File: src/rtl/fetch_if.sv
// Bundle of the fetch stage's instruction-memory bus, execute redirect and
// decode hand-off. The fetch stage sits on the master side.
interface fetch_if;
    logic        imem_req_o;
    logic [31:0] imem_addr_o;
    logic        imem_gnt_i;
    logic        imem_rvalid_i;
    logic [31:0] imem_rdata_i;
    logic        redirect_i;
    logic [31:0] redirect_pc_i;
    logic        stall_i;
    logic        valid_o;
    logic [31:0] instruction_o;
    logic [31:0] pc_o;

    modport master (
        output imem_req_o, imem_addr_o, valid_o, instruction_o, pc_o,
        input  imem_gnt_i, imem_rvalid_i, imem_rdata_i, redirect_i, redirect_pc_i, stall_i
    );

    modport slave (
        input  imem_req_o, imem_addr_o, valid_o, instruction_o, pc_o,
        output imem_gnt_i, imem_rvalid_i, imem_rdata_i, redirect_i, redirect_pc_i, stall_i
    );
endinterface

File: src/rtl/fetch.sv
// Instruction-fetch stage: owns the PC, issues credit-limited word requests,
// buffers responses and hands decode a registered {valid, pc, instruction}.
module fetch #(
    parameter logic [31:0] RESET_PC   = 32'h0000_0000,
    parameter int          FIFO_DEPTH = 2
) (
    input logic     clk_i,
    input logic     rst_i,
    fetch_if.master bus
);
    localparam int          PW  = (FIFO_DEPTH > 1) ? $clog2(FIFO_DEPTH) : 1;
    localparam int          CW  = $clog2(FIFO_DEPTH + 1) + 1;
    localparam int          SW  = CW + 2;
    localparam logic [31:0] NOP = 32'h0000_0013;

    function automatic logic [PW-1:0] ptr_inc(input logic [PW-1:0] p);
        return (p == PW'(FIFO_DEPTH - 1)) ? '0 : p + 1'b1;
    endfunction

    // Request side: addr_reg is what is on the bus, pc_reg the next address to issue.
    logic          req_reg;
    logic [31:0]   addr_reg;
    logic [31:0]   pc_reg;
    logic [CW-1:0] out_cnt_reg;
    logic [CW-1:0] discard_reg;

    logic [31:0]   tag_mem [FIFO_DEPTH];
    logic [PW-1:0] tag_wr_ptr_reg;
    logic [PW-1:0] tag_rd_ptr_reg;

    logic [31:0]   fifo_pc_mem    [FIFO_DEPTH];
    logic [31:0]   fifo_instr_mem [FIFO_DEPTH];
    logic [PW-1:0] wr_ptr_reg;
    logic [PW-1:0] rd_ptr_reg;
    logic [CW-1:0] fifo_cnt_reg;

    logic          valid_reg;
    logic [31:0]   out_pc_reg;
    logic [31:0]   out_instr_reg;

    logic          granted, resp, keep, advance, pop, bypass, push, slot_free, credit, valid_next;
    logic [31:0]   target, launch_pc, tag_head;
    logic [CW-1:0] out_next, fifo_next, discard_next;
    logic [SW-1:0] credit_sum;

    assign granted   = req_reg & bus.imem_gnt_i;
    assign slot_free = ~req_reg | bus.imem_gnt_i;
    // A response with nothing outstanding is a protocol error and is ignored.
    assign resp      = bus.imem_rvalid_i & (out_cnt_reg != '0);
    assign keep      = resp & (discard_reg == '0) & ~bus.redirect_i;
    assign advance   = ~valid_reg | ~bus.stall_i;
    assign pop       = ~bus.redirect_i & advance & (fifo_cnt_reg != '0);
    assign bypass    = ~bus.redirect_i & advance & (fifo_cnt_reg == '0) & keep;
    assign push      = keep & ~bypass;
    assign target    = bus.redirect_pc_i & 32'hFFFF_FFFC;
    assign launch_pc = bus.redirect_i ? target : pc_reg;
    assign tag_head  = tag_mem[tag_rd_ptr_reg];

    assign out_next     = out_cnt_reg + CW'(granted) - CW'(resp);
    assign fifo_next    = bus.redirect_i ? '0 : fifo_cnt_reg + CW'(push) - CW'(pop);
    assign valid_next   = bus.redirect_i ? 1'b0 : (advance ? (pop | bypass) : valid_reg);
    // An ungranted request pending at redirect is discarded too, once granted.
    assign discard_next = bus.redirect_i ? out_next + CW'(req_reg & ~bus.imem_gnt_i)
                                         : discard_reg - CW'(resp & (discard_reg != '0));

    // Every request issued must find room in the FIFO or the output register.
    assign credit_sum = SW'(out_next) + SW'(fifo_next) + SW'(valid_next);
    assign credit     = (credit_sum < SW'(FIFO_DEPTH + 1)) && (out_next < CW'(FIFO_DEPTH));

    always_ff @(posedge clk_i) begin
        if (rst_i) begin
            req_reg        <= 1'b0;
            addr_reg       <= RESET_PC;
            pc_reg         <= RESET_PC;
            out_cnt_reg    <= '0;
            discard_reg    <= '0;
            tag_wr_ptr_reg <= '0;
            tag_rd_ptr_reg <= '0;
        end else begin
            if (slot_free) begin
                req_reg  <= credit;
                addr_reg <= launch_pc;
                pc_reg   <= credit ? launch_pc + 32'd4 : launch_pc;
            end else if (bus.redirect_i) begin
                pc_reg <= target;
            end
            out_cnt_reg <= out_next;
            discard_reg <= discard_next;
            if (granted) tag_wr_ptr_reg <= ptr_inc(tag_wr_ptr_reg);
            if (resp)    tag_rd_ptr_reg <= ptr_inc(tag_rd_ptr_reg);
        end
    end

    always_ff @(posedge clk_i) begin
        if (granted) tag_mem[tag_wr_ptr_reg] <= addr_reg;
        if (push) begin
            fifo_pc_mem[wr_ptr_reg]    <= tag_head;
            fifo_instr_mem[wr_ptr_reg] <= bus.imem_rdata_i;
        end
    end

    always_ff @(posedge clk_i) begin
        if (rst_i || bus.redirect_i) begin
            wr_ptr_reg   <= '0;
            rd_ptr_reg   <= '0;
            fifo_cnt_reg <= '0;
        end else begin
            if (push) wr_ptr_reg <= ptr_inc(wr_ptr_reg);
            if (pop)  rd_ptr_reg <= ptr_inc(rd_ptr_reg);
            fifo_cnt_reg <= fifo_next;
        end
    end

    always_ff @(posedge clk_i) begin
        if (rst_i) begin
            valid_reg     <= 1'b0;
            out_pc_reg    <= 32'h0;
            out_instr_reg <= NOP;
        end else if (bus.redirect_i) begin
            valid_reg     <= 1'b0;
            out_instr_reg <= NOP;
        end else if (advance) begin
            if (pop) begin
                valid_reg     <= 1'b1;
                out_pc_reg    <= fifo_pc_mem[rd_ptr_reg];
                out_instr_reg <= fifo_instr_mem[rd_ptr_reg];
            end else if (bypass) begin
                // Empty FIFO: a fresh response goes straight to decode.
                valid_reg     <= 1'b1;
                out_pc_reg    <= tag_head;
                out_instr_reg <= bus.imem_rdata_i;
            end else begin
                valid_reg     <= 1'b0;
                out_instr_reg <= NOP;
            end
        end
    end

    assign bus.imem_req_o    = req_reg;
    assign bus.imem_addr_o   = addr_reg;
    assign bus.valid_o       = valid_reg;
    assign bus.pc_o          = out_pc_reg;
    assign bus.instruction_o = out_instr_reg;
endmodule
File: src/flat_wrapper.sv
// flat-port wrapper written by rule: the top's interface ports become plain ports
module fetch_flat 
#(
    parameter logic [31:0] RESET_PC   = 32'h0000_0000,
    parameter int          FIFO_DEPTH = 2
)
  (clk_i, rst_i, bus_imem_req_o, bus_imem_addr_o, bus_valid_o, bus_instruction_o, bus_pc_o, bus_imem_gnt_i, bus_imem_rvalid_i, bus_imem_rdata_i, bus_redirect_i, bus_redirect_pc_i, bus_stall_i);
  fetch_if bus_i ();
  input logic clk_i;
  input logic rst_i;
  output wire logic [$bits(bus_i.imem_req_o)-1:0] bus_imem_req_o;
  output wire logic [$bits(bus_i.imem_addr_o)-1:0] bus_imem_addr_o;
  output wire logic [$bits(bus_i.valid_o)-1:0] bus_valid_o;
  output wire logic [$bits(bus_i.instruction_o)-1:0] bus_instruction_o;
  output wire logic [$bits(bus_i.pc_o)-1:0] bus_pc_o;
  input wire logic [$bits(bus_i.imem_gnt_i)-1:0] bus_imem_gnt_i;
  input wire logic [$bits(bus_i.imem_rvalid_i)-1:0] bus_imem_rvalid_i;
  input wire logic [$bits(bus_i.imem_rdata_i)-1:0] bus_imem_rdata_i;
  input wire logic [$bits(bus_i.redirect_i)-1:0] bus_redirect_i;
  input wire logic [$bits(bus_i.redirect_pc_i)-1:0] bus_redirect_pc_i;
  input wire logic [$bits(bus_i.stall_i)-1:0] bus_stall_i;
  assign bus_imem_req_o = bus_i.imem_req_o;
  assign bus_imem_addr_o = bus_i.imem_addr_o;
  assign bus_valid_o = bus_i.valid_o;
  assign bus_instruction_o = bus_i.instruction_o;
  assign bus_pc_o = bus_i.pc_o;
  assign bus_i.imem_gnt_i = bus_imem_gnt_i;
  assign bus_i.imem_rvalid_i = bus_imem_rvalid_i;
  assign bus_i.imem_rdata_i = bus_imem_rdata_i;
  assign bus_i.redirect_i = bus_redirect_i;
  assign bus_i.redirect_pc_i = bus_redirect_pc_i;
  assign bus_i.stall_i = bus_stall_i;
  fetch #(.RESET_PC(RESET_PC), .FIFO_DEPTH(FIFO_DEPTH)) u_core (.clk_i(clk_i), .rst_i(rst_i), .bus(bus_i));
endmodule
File: config.mk
export PLATFORM = sky130hd
export DESIGN_NAME = fetch_flat
export DESIGN_NICKNAME = d
export VERILOG_FILES = /design/src/rtl/fetch_if.sv /design/src/rtl/fetch.sv /design/src/flat_wrapper.sv
export SDC_FILE = /design/constraint.sdc
export NUM_CORES = 1
export LEC_CHECK = 0
export ABC_AREA = 1
export CORE_MARGIN = 5
export CORE_UTILIZATION = 32
export DETAILED_ROUTE_END_ITERATION = 6
export PLACE_DENSITY_LB_ADDON = 0.1
export SLEW_MARGIN = 10
export SYNTH_ARGS = -nofsm -noshare
export SYNTH_HDL_FRONTEND = slang
export SYNTH_SLANG_ARGS = --single-unit
File: constraint.sdc
create_clock -name clk_i -period 13.85 [get_ports clk_i]
set_clock_uncertainty 0.2 [all_clocks]
set_input_delay 1.385 -clock clk_i [delete_from_list [all_inputs] [get_ports clk_i]]
set_output_delay 1.385 -clock clk_i [all_outputs]
set_load 0.01 [all_outputs]
-- After elaboration in Yosys (flattened, before gate mapping)
Memories as Yosys holds them, arrays and structs flattened. A register that Yosys moved wholly into a read port is not among the register bits.
Index checks and enable logic that the tools add are counted.
W data, S select, Z words.
- add/subtract/negate cells: 13
- order comparisons: 2
- mux-type cells: 27
- bitwise operators: 20
- reduce and logical (&&, ||, !) cells: 10
- operators with widths (cell ; count):
    $mux W32 ; 7
    $add A32 B3 Y32 const B ; 1
    $mux W1 ; 18
    $and A1 B1 Y1 ; 10
    $reduce_bool A3 Y1 ; 3
    $add A3 B1 Y3 ; 2
    $logic_not A3 Y1 ; 2
    $mux W3 ; 2
    $sub A3 B1 Y3 ; 2
    $add A5 B1 Y5 ; 1
    $lt A5 B2 Y1 const B ; 1
    $not A1 Y1 ; 5
    $add A1 B1 Y1 const B ; 4
    $add A3 B3 Y4 ; 1
    $add A3 B3 Y3 ; 1
    $and A1 B3 Y3 ; 1
    $lt A3 B2 Y1 const B ; 1
    $not A1 Y3 ; 1
    $or A1 B1 Y1 ; 3
    $reduce_and A3 Y1 ; 1
    $sub A3 B3 Y3 ; 1
    $reduce_bool A2 Y1 ; 1
    $reduce_or A2 Y1 ; 1
    $logic_and A1 B1 Y1 ; 1
    $logic_or A1 B1 Y1 ; 1
- register bits after elaboration: 143
- bits in writable memories: 192
- input bits: 70
- output and inout bits: 98
- memories: 3
- memories (memory ; words ; width ; rd ports ; clocked after memory_dff ; write ports ; RTL line ; source):
    u_core.fifo_instr_mem ; 2 ; 32 ; 1 ; 1 ; 1 ; fetch.sv:32 ; logic [31:0] fifo_instr_mem [FIFO_DEPTH];
    u_core.fifo_pc_mem ; 2 ; 32 ; 1 ; 1 ; 1 ; fetch.sv:31 ; logic [31:0] fifo_pc_mem [FIFO_DEPTH];
    u_core.tag_mem ; 2 ; 32 ; 1 ; 1 ; 1 ; fetch.sv:27 ; logic [31:0] tag_mem [FIFO_DEPTH];

-- Depth between registers and ports, before layout
Gate-level depths: netlist of run 1.
- word-level depth: 16
- depth in mapped cells: 27
- depth with buffers taken out: 24

-- Worst setup path before layout of run 1
OpenSTA, ideal clock, no wires.
- path kind: input-to-reg
- start point: input port bus_redirect_i
- end point: memory u_core.fifo_instr_mem[1][0] (enable)
- setup time: 0.488 ns
- arrival time: 4.830 ns
- setup slack: 8.332 ns
- stages on the path: 7
- path buffers: 2
- cells stage by stage: buf_6 > buf_6 > nor3_1 > inv_1 > nor2_1 > inv_1 > nor2_1
- word-level cells in the longest chain between the ends: 8
- ends and longest elaborated chain (element ; RTL line ; source):
    start, declared ; flat_wrapper.sv:19 ; input wire logic [$bits(bus_i.redirect_i)-1:0] bus_redirect_i;
    $not A1 Y1 (*) ; fetch.sv:50, fetch.sv:53 ;
    $and A1 B1 Y1 (3 in a row) ; fetch.sv:53 ; assign bypass = ~bus.redirect_i & advance & (fifo_cnt_reg == '0) & keep;
    $not A1 Y1 ; fetch.sv:54 ; assign push = keep & ~bypass;
    $and A1 B1 Y1 (*) ; fetch.sv:54 ;
    via u_core.push ; fetch.sv:41 ; logic granted, resp, keep, advance, pop, bypass, push, slot_free, credit, valid_next;
    $mux W1 (*) ; fetch.sv:96 ; if (push) begin
    $mux W1 (not written as such) (*) ; fetch.sv:98 ; fifo_instr_mem[wr_ptr_reg] <= bus.imem_rdata_i;
    end, declared ; fetch.sv:32 ;
The timed path passes the listed nets; every way through them passes the cells marked *.

-- Worst setup path after layout of run 1
- start point: input port bus_stall_i
- end point: register u_core.pc_reg[11]
- word-level cells in the longest chain between the ends: 16
- ends and longest elaborated chain (element ; RTL line ; source):
    start, declared ; flat_wrapper.sv:21 ; input wire logic [$bits(bus_i.stall_i)-1:0] bus_stall_i;
    $not A1 Y1 (*) ; fetch.sv:51 ; assign advance = ~valid_reg | ~bus.stall_i;
    $or A1 B1 Y1 (*) ; fetch.sv:51 ;
    $and A1 B1 Y1 (*) ; fetch.sv:52, fetch.sv:53 ;
    $and A1 B1 Y1 (2 in a row) ; fetch.sv:53 ;
    $not A1 Y1 ; fetch.sv:54 ;
    $and A1 B1 Y1 ; fetch.sv:54 ;
    $add A3 B1 Y3 ; fetch.sv:60 ; assign fifo_next = bus.redirect_i ? '0 : fifo_cnt_reg + CW'(push) - CW'(pop);
    $sub A3 B1 Y3 (*) ; fetch.sv:60 ;
    $mux W3 (*) ; fetch.sv:60 ;
    via u_core.fifo_next[1] ; fetch.sv:43 ; logic [CW-1:0] out_next, fifo_next, discard_next;
    $add A3 B3 Y4 (*) ; fetch.sv:67 ; assign credit_sum = SW'(out_next) + SW'(fifo_next) + SW'(valid_next);
    $add A5 B1 Y5 (*) ; fetch.sv:67 ;
    $lt A5 B2 Y1 (*) ; fetch.sv:68 ; assign credit = (credit_sum < SW'(FIFO_DEPTH + 1)) && (out_next < CW'(FIFO_DEPTH));
    $logic_and A1 B1 Y1 (*) ; fetch.sv:68 ;
    $mux W32 (*) ; fetch.sv:83 ; pc_reg <= credit ? launch_pc + 32'd4 : launch_pc;
    $mux W32 (*) ; fetch.sv:80 ; if (slot_free) begin
    end signal, assigned ; fetch.sv:83 ;
    end signal, assigned ; fetch.sv:85 ; pc_reg <= target;
    end, declared ; fetch.sv:23 ; logic [31:0] pc_reg;
Marks and branches as above.
A chain may end at the register's enable or synchronous reset.

==> flow_summary_export.csv, run 1 <==
group,metric,value,unit
yosys,synthCells,1355,
timing,report.final.hold_viol_count,0,
timing,max_freq,167,MHz
yosys,synth_cell_types,36,
setup_path,crit_path_end_kind,"register",
global_route,grt_max_degree,68,
setup_path,slowest_stage,"inv_2",
yosys,yosysWarnings,0,
yosys,ys_seq_area_share,61.7,%
global_route,antenna_found_initial,0,
global_route,overflow,0,
power,peakVddDrop,0.0954,mV
setup_path,critical_path_class,"in -> reg",
timing,post-route-min-period,6.00,ns
finish,nNetsFinal,1591,
clock_network,cts_hold_buf,0,
floorplan,die_y,220,um
clock_network,cts.path.max_buffers,3,
finish,fin_util,40.6,%
yosys,synthArstFlopShare,0,%
floorplan,rows,76,
yosys,synth_edf_count,192,
power,power.leakage,0.00663,uW
yosys,ys_dominant_reg_cell,"edfxtp_1",
yosys,synth-compound-area-share,9.19,%
route,vias_per_cell,4.66,
timing,grt_setup_unrepaired,"false",
clock_network,cts_setup_buffers,0,
timing,slew_headroom,34.1,%
setup_path,worstPathMaxFanout,34,
finish,final_cell_mix,"340 x nand2_1, 192 x edfxtp_1, 164 x clkdlybuf4s50_1",
setup_path,crit_chain,"clkdlybuf4s50_1, nand2_1, inv_2, nor2_1, nand2_1, inv_2, ha_1, inv_1, ha_1, fa_1, inv_1, nor2_1, fa_1, ha_1, nand2_1, inv_1, nor2_1, nand2_1, inv_1, nand4_1, nor2_1, nand3_1, nand2_1, nor2_1",
yosys,ys_seq_elements,337,
floorplan,dieArea,48200,um^2
clock_network,cts_tree,"yes",
finish,final_common_cell,"nand2_1",
timing,drv_slew,0,
finish,area_growth,24.9,%
route,vias,9867,
clock_network,htreeDepth,2,
clock_network,clk_latency,0.53,ns
route,dr.pass1.iters,5,
route,drt_iter0_drc,524,
floorplan,ios,168,
yosys,syn_nets,1442,
placement,dp_hpwl,23000,um
run_status,status,"finished, final reports clean",
clock_network,clk_pin_slew,0.06,ns
setup_path,critPathLaunchType,"input pin",
placement,gp_congestion,0.789,
setup_path,critPathRequiredTime,14.08,ns
clock_network,cts_made_buffers,39,
setup_path,slowest_delay,0.54,ns
setup_path,rrSetupSlack,8.84,ns
clock_network,root_buffer,"clkbuf_16",
floorplan,die_w,220,um
yosys,synth_top_family_by_area,"simple AND/OR/NAND/NOR gates",
route,drc,0,
floorplan,start_util,32.5,%
global_route,grtUsageTotal,15.0,%
run,timing.max_cap.violations,0,
clock_network,ctsResizeCount,0,
yosys,post_synth_instance_area,14100,um^2
floorplan,core,43300,um^2
finish,antenna-diode-count,0,
yosys,synth_xor_area_share,0.125,%
yosys,yosys-mux-area-fraction,5.37,%
min_path,hold_path_class,"reg -> reg",
yosys,synth_adder_area_share,1.67,%
setup_path,crit_arrival,6.23,ns
power,power.density,160,nW/um^2
timing,period_share,43.3,%
timing,setup_viol,0,
power,p_total,2810,uW
global_route,grt_pass1_vias,9710,
yosys,synth_simple_gate_area_share,15.8,%
route,route.detailed.wl_per_inst,17.2,um
route,finalWirelength,36500,um
timing,layout_setup_ws,7.85,ns
placement,dp_slack,7.23,ns
timing,setup-tns-final,0,ns
yosys,synth_area_per_cell,10.4,um^2
finish,drive_gt1_share,11.6,%
placement,port_buffers,165,
route,antenna_left,0,
clock_network,cts.sinks,337,
timing,tightest_slew,0.987,ns
global_route,grt_pass1_wl,56500,um
finish,largestRegisters,"u_core.fifo_instr_mem x64, u_core.fifo_pc_mem x64, u_core.tag_mem x64",
==> logic make-up after synthesis <==
logic type      count (synthesis)
flops                         337
fa+ha+maj                      17
simple gates                  530
buf+inv                       202
compound gates                200
mux                            67
xor+xnor                        2
==> stage by stage <==
| stage | instances | area, um^2 | hold WS [ns] |
|---|---|---|---|
| 2_1_floorplan | 1355 | 14100 | 0.225 |
| 3_3_place_gp | 2048 | 16200 | 0.227 |
| 3_5_place_dp | 2048 | 16200 | 0.230 |
| 4_1_cts | 2118 | 17600 | 0.240 |
| 5_1_grt | 2118 | 17600 | 0.272 |
| 6_report | 2118 | 17600 | 0.246 |
==> worst max-delay path: cells and delay by family <==
family	cells	cell delay (ns)
AND/OR/NAND/NOR	12	1.89
adder cells (fa/ha/maj)	5	1.69
buffers and inverters	7	1.25
==> path summary, 6_finish.rpt <==
path | start | to | cells after the start
setup / recovery | bus_stall_i | u_core.pc_reg[11] | 24
hold / removal | u_core.rd_ptr_reg | register | 1
setup reg to reg | u_core.bus.valid_o | u_core.pc_reg[11] | 23
hold reg to reg | u_core.rd_ptr_reg | register | 1
==> cells in the mapped netlist, drive strengths merged, types with 32 or more instances <==
cell / number / area share (%)
edfxtp: 192 / 41
dfxtp: 145 / 21
o211a: 32 / 2.3
mux2: 67 / 5.4
nor2: 87 / 2.6
buf: 39 / 1.8
a31oi: 32 / 1.4
o211ai: 32 / 1.7
nand2: 350 / 9.5
a21oi: 51 / 1.8
clkbuf: 32 / 0.85
o21ai: 50 / 1.8
nand3: 70 / 2.7
inv: 131 / 3.5
==> area by class of cell <==
| class | instances | area (um^2) |
|---|---|---|
| sequential | 337 | 8670 |
| multi-input combinational | 816 | 4540 |
| fill | 4240 | 25700 |
| inverter | 131 | 492 |
| tap | 585 | 732 |
| clock inverter | 10 | 175 |
| clock buffer | 60 | 1190 |
| timing repair buffer | 179 | 1750 |
==> power by group <==
| part | leakage, uW | internal, uW | switching (uW) | total (uW) |
|---|---|---|---|---|
| registers | 0.00293 | 1150 | 52.8 | 1200 |
| logic | 0.00303 | 197 | 327 | 524 |
| clock network | 0.000663 | 683 | 403 | 1090 |
==> metal layers <==
metal | wire length, um | part of all wire, % | global-route usage [%]
met5 | 0 | 0 | 0
met1 | 17900 | 49 | 21.5
met3 | 1570 | 4.3 | 2.54
met4 | 688 | 1.9 | 4.33
met2 | 16400 | 45 | 23.4
No activity file was read; power rests on OpenSTA's default activity.
==> run 2: changes to the inputs <==
- clock period: 13.85 -> 5.46 ns (I/O delays scaled with it)
==> run 2 against run 1 <==
  * The flow now finishes with violations (DRC)
  * Critical endpoint is now u_core.pc_reg[16]
  * Clock power increased by 140%
  * Largest cell class unchanged
  * Setup slack worse by 7.0 ns
  * First-iteration DRC count is 4.6% lower
  * Die area stayed put
  * Combinational power rose to 2.5 times the previous value
==> flow_summary_export.csv, run 2 (synthesis results as in run 1) <==
group,metric,value,unit
run_status,status,"complete, but fails checks",
run_status,violations,"DRC",
route,drc,6,
floorplan,rows,76,
finish,final_common_cell,"nand2_1",
finish,drive_gt1_share,12.1,%
timing,post-route-min-period,4.56,ns
power,sw_frac_of_total,28.3,%
setup_path,crit_path_end_kind,"register",
clock_network,cts.sinks,337,
floorplan,die_y,220,um
setup_path,worst_r2r_endpoint,"u_core.pc_reg[16]",
timing,drv_slew,0,
timing,setup-tns-final,0,ns
floorplan,die_w,220,um
global_route,grt_max_degree,65,
power,comb_power_share,18.9,%
power,p_seq_share,43.2,%
route,vias_per_cell,4.61,
timing,setup_viol,0,
power,intPower,5040,uW
clock_network,clk_latency,0.54,ns
power,p_total,7030,uW
placement,gp_congestion,0.807,
setup_path,cp-endpoint,"u_core.pc_reg[16]",
clock_network,cts_made_buffers,40,
setup_path,critPathLaunchType,"input pin",
setup_path,crit_arrival,4.84,ns
setup_path,critical_path_class,"in -> reg",
clock_network,cts.path.max_buffers,3,
finish,largestRegisters,"u_core.fifo_instr_mem x64, u_core.fifo_pc_mem x64, u_core.tag_mem x64",
timing,period_share,83.6,%
power,power.leakage,0.00665,uW
timing,whs,0.137,ns
timing,grt_setup_unrepaired,"false",
run,timing.max_cap.violations,0,
floorplan,dieArea,48200,um^2
clock_network,root_buffer,"clkbuf_16",
route,finalWirelength,36400,um
setup_path,critPathLaunch,"bus_stall_i",
setup_path,slowest_stage,"clkdlybuf4s50_1",
setup_path,critPathRequiredTime,5.74,ns
clock_network,clk_pin_slew,0.06,ns
finish,area_growth,25.0,%
finish,final_cell_mix,"340 x nand2_1, 192 x edfxtp_1, 164 x clkdlybuf4s50_1",
power,peakVddDrop,0.234,mV
clock_network,htreeDepth,2,
floorplan,core,43300,um^2
clock_network,cts_setup_buffers,0,
timing,max_freq,219,MHz
floorplan,ios,168,
placement,port_buffers,165,
placement,dp_hpwl,24000,um
route,antenna_left,0,
global_route,grt_pass1_wl,56100,um
power,clkPwrFrac,37.8,%
finish,antenna-diode-count,0,
clock_network,ctsResizeCount,0,
route,vias,9812,
route,route.detailed.wl_per_inst,17.1,um
timing,report.final.hold_viol_count,0,
timing,slew_headroom,35.0,%
setup_path,worstPathMaxFanout,32,
timing,tightest_slew,0.974,ns
route,dr.pass1.iters,7,
clock_network,cts_tree,"yes",
finish,nNetsFinal,1597,
global_route,grt_pass1_vias,9597,
route,drt_iter0_drc,500,
global_route,antenna_found_initial,1,
global_route,grtUsageTotal,14.9,%
power,power.density,400,nW/um^2
setup_path,slowest_delay,0.48,ns
clock_network,cts_hold_buf,0,
power,p_switching,1990,uW
setup_path,r2r_cells,24,
setup_path,reg2reg_from,"u_core.out_cnt_reg[1]",
floorplan,start_util,32.5,%
setup_path,rrSetupSlack,0.97,ns
min_path,hold_path_class,"in -> reg",
global_route,overflow,0,
run 2: cell types whose count changed in the layout (fill, tap and decap cells not counted), sizes merged:
cell / previous run / this run
inv: 131 / 133
bufinv: 5 / 3
clkbuf: 60 / 55
buf: 15 / 20
clkinv: 4 / 13
run 2: how the worst min path moves through the flow:
stage | startpoint | endpoint | depth (start not counted)
2_1_floorplan | u_core.pc_reg[0] | u_core.pc_reg[0] | 2
6_report | bus_redirect_i | u_core.fifo_cnt_reg[1] | 2
3_5_place_dp | u_core.pc_reg[0] | u_core.pc_reg[0] | 2
3_3_place_gp | u_core.rd_ptr_reg | register | 1
5_1_grt | bus_redirect_i | u_core.fifo_cnt_reg[1] | 2
4_1_cts | bus_redirect_i | u_core.fifo_cnt_reg[1] | 2
run 2: per-layer routing:
layer / track usage [%] / part of all wire [%] / wire length (um)
met1: 21.2 / 49 / 18000
met2: 23.4 / 45 / 16300
met3: 3.32 / 4.3 / 1570
met4: 3.16 / 1.4 / 509
met5: 0 / 0 / 0
run 2: layout make-up:
class	instances	area, um^2
Clock inverter	19	173
Tap cell	585	732
Clock buffer	55	1160
Multi-Input combinational cell	816	4540
Fill cell	4181	25700
Sequential cell	337	8670
Inverter	131	492
Timing Repair Buffer	184	1800
run 2: metrics by stage:
stage	cells	worst slack, ns	cell area [um^2]	util [%]
after detailed placement	2053	0.297	16200	37.5
after CTS	2127	0.883	17600	40.6
after global routing	2127	0.430	17600	40.6
after floorplan	1355	0.781	14100	-
after global placement	2053	0.316	16200	37.5
final	2127	0.898	17600	40.6
run 2: critical path: cells and delay by family:
kind	cells	cell delay (ns)
AOI/OAI and AO/OA	1	0.17
and+or+nand+nor	11	1.24
buffers and inverters	9	1.21
adders and majority gates	5	1.67
run 2: power by group through the flow:
stage,clock (uW),sequential (uW),combinational (uW)
final,2660,3040,1330
after floorplan,0,3070,833
after CTS,2760,3040,1350
after detailed placement,0,3100,1350
after global placement,0,3090,1330
after global routing,2870,3060,1490
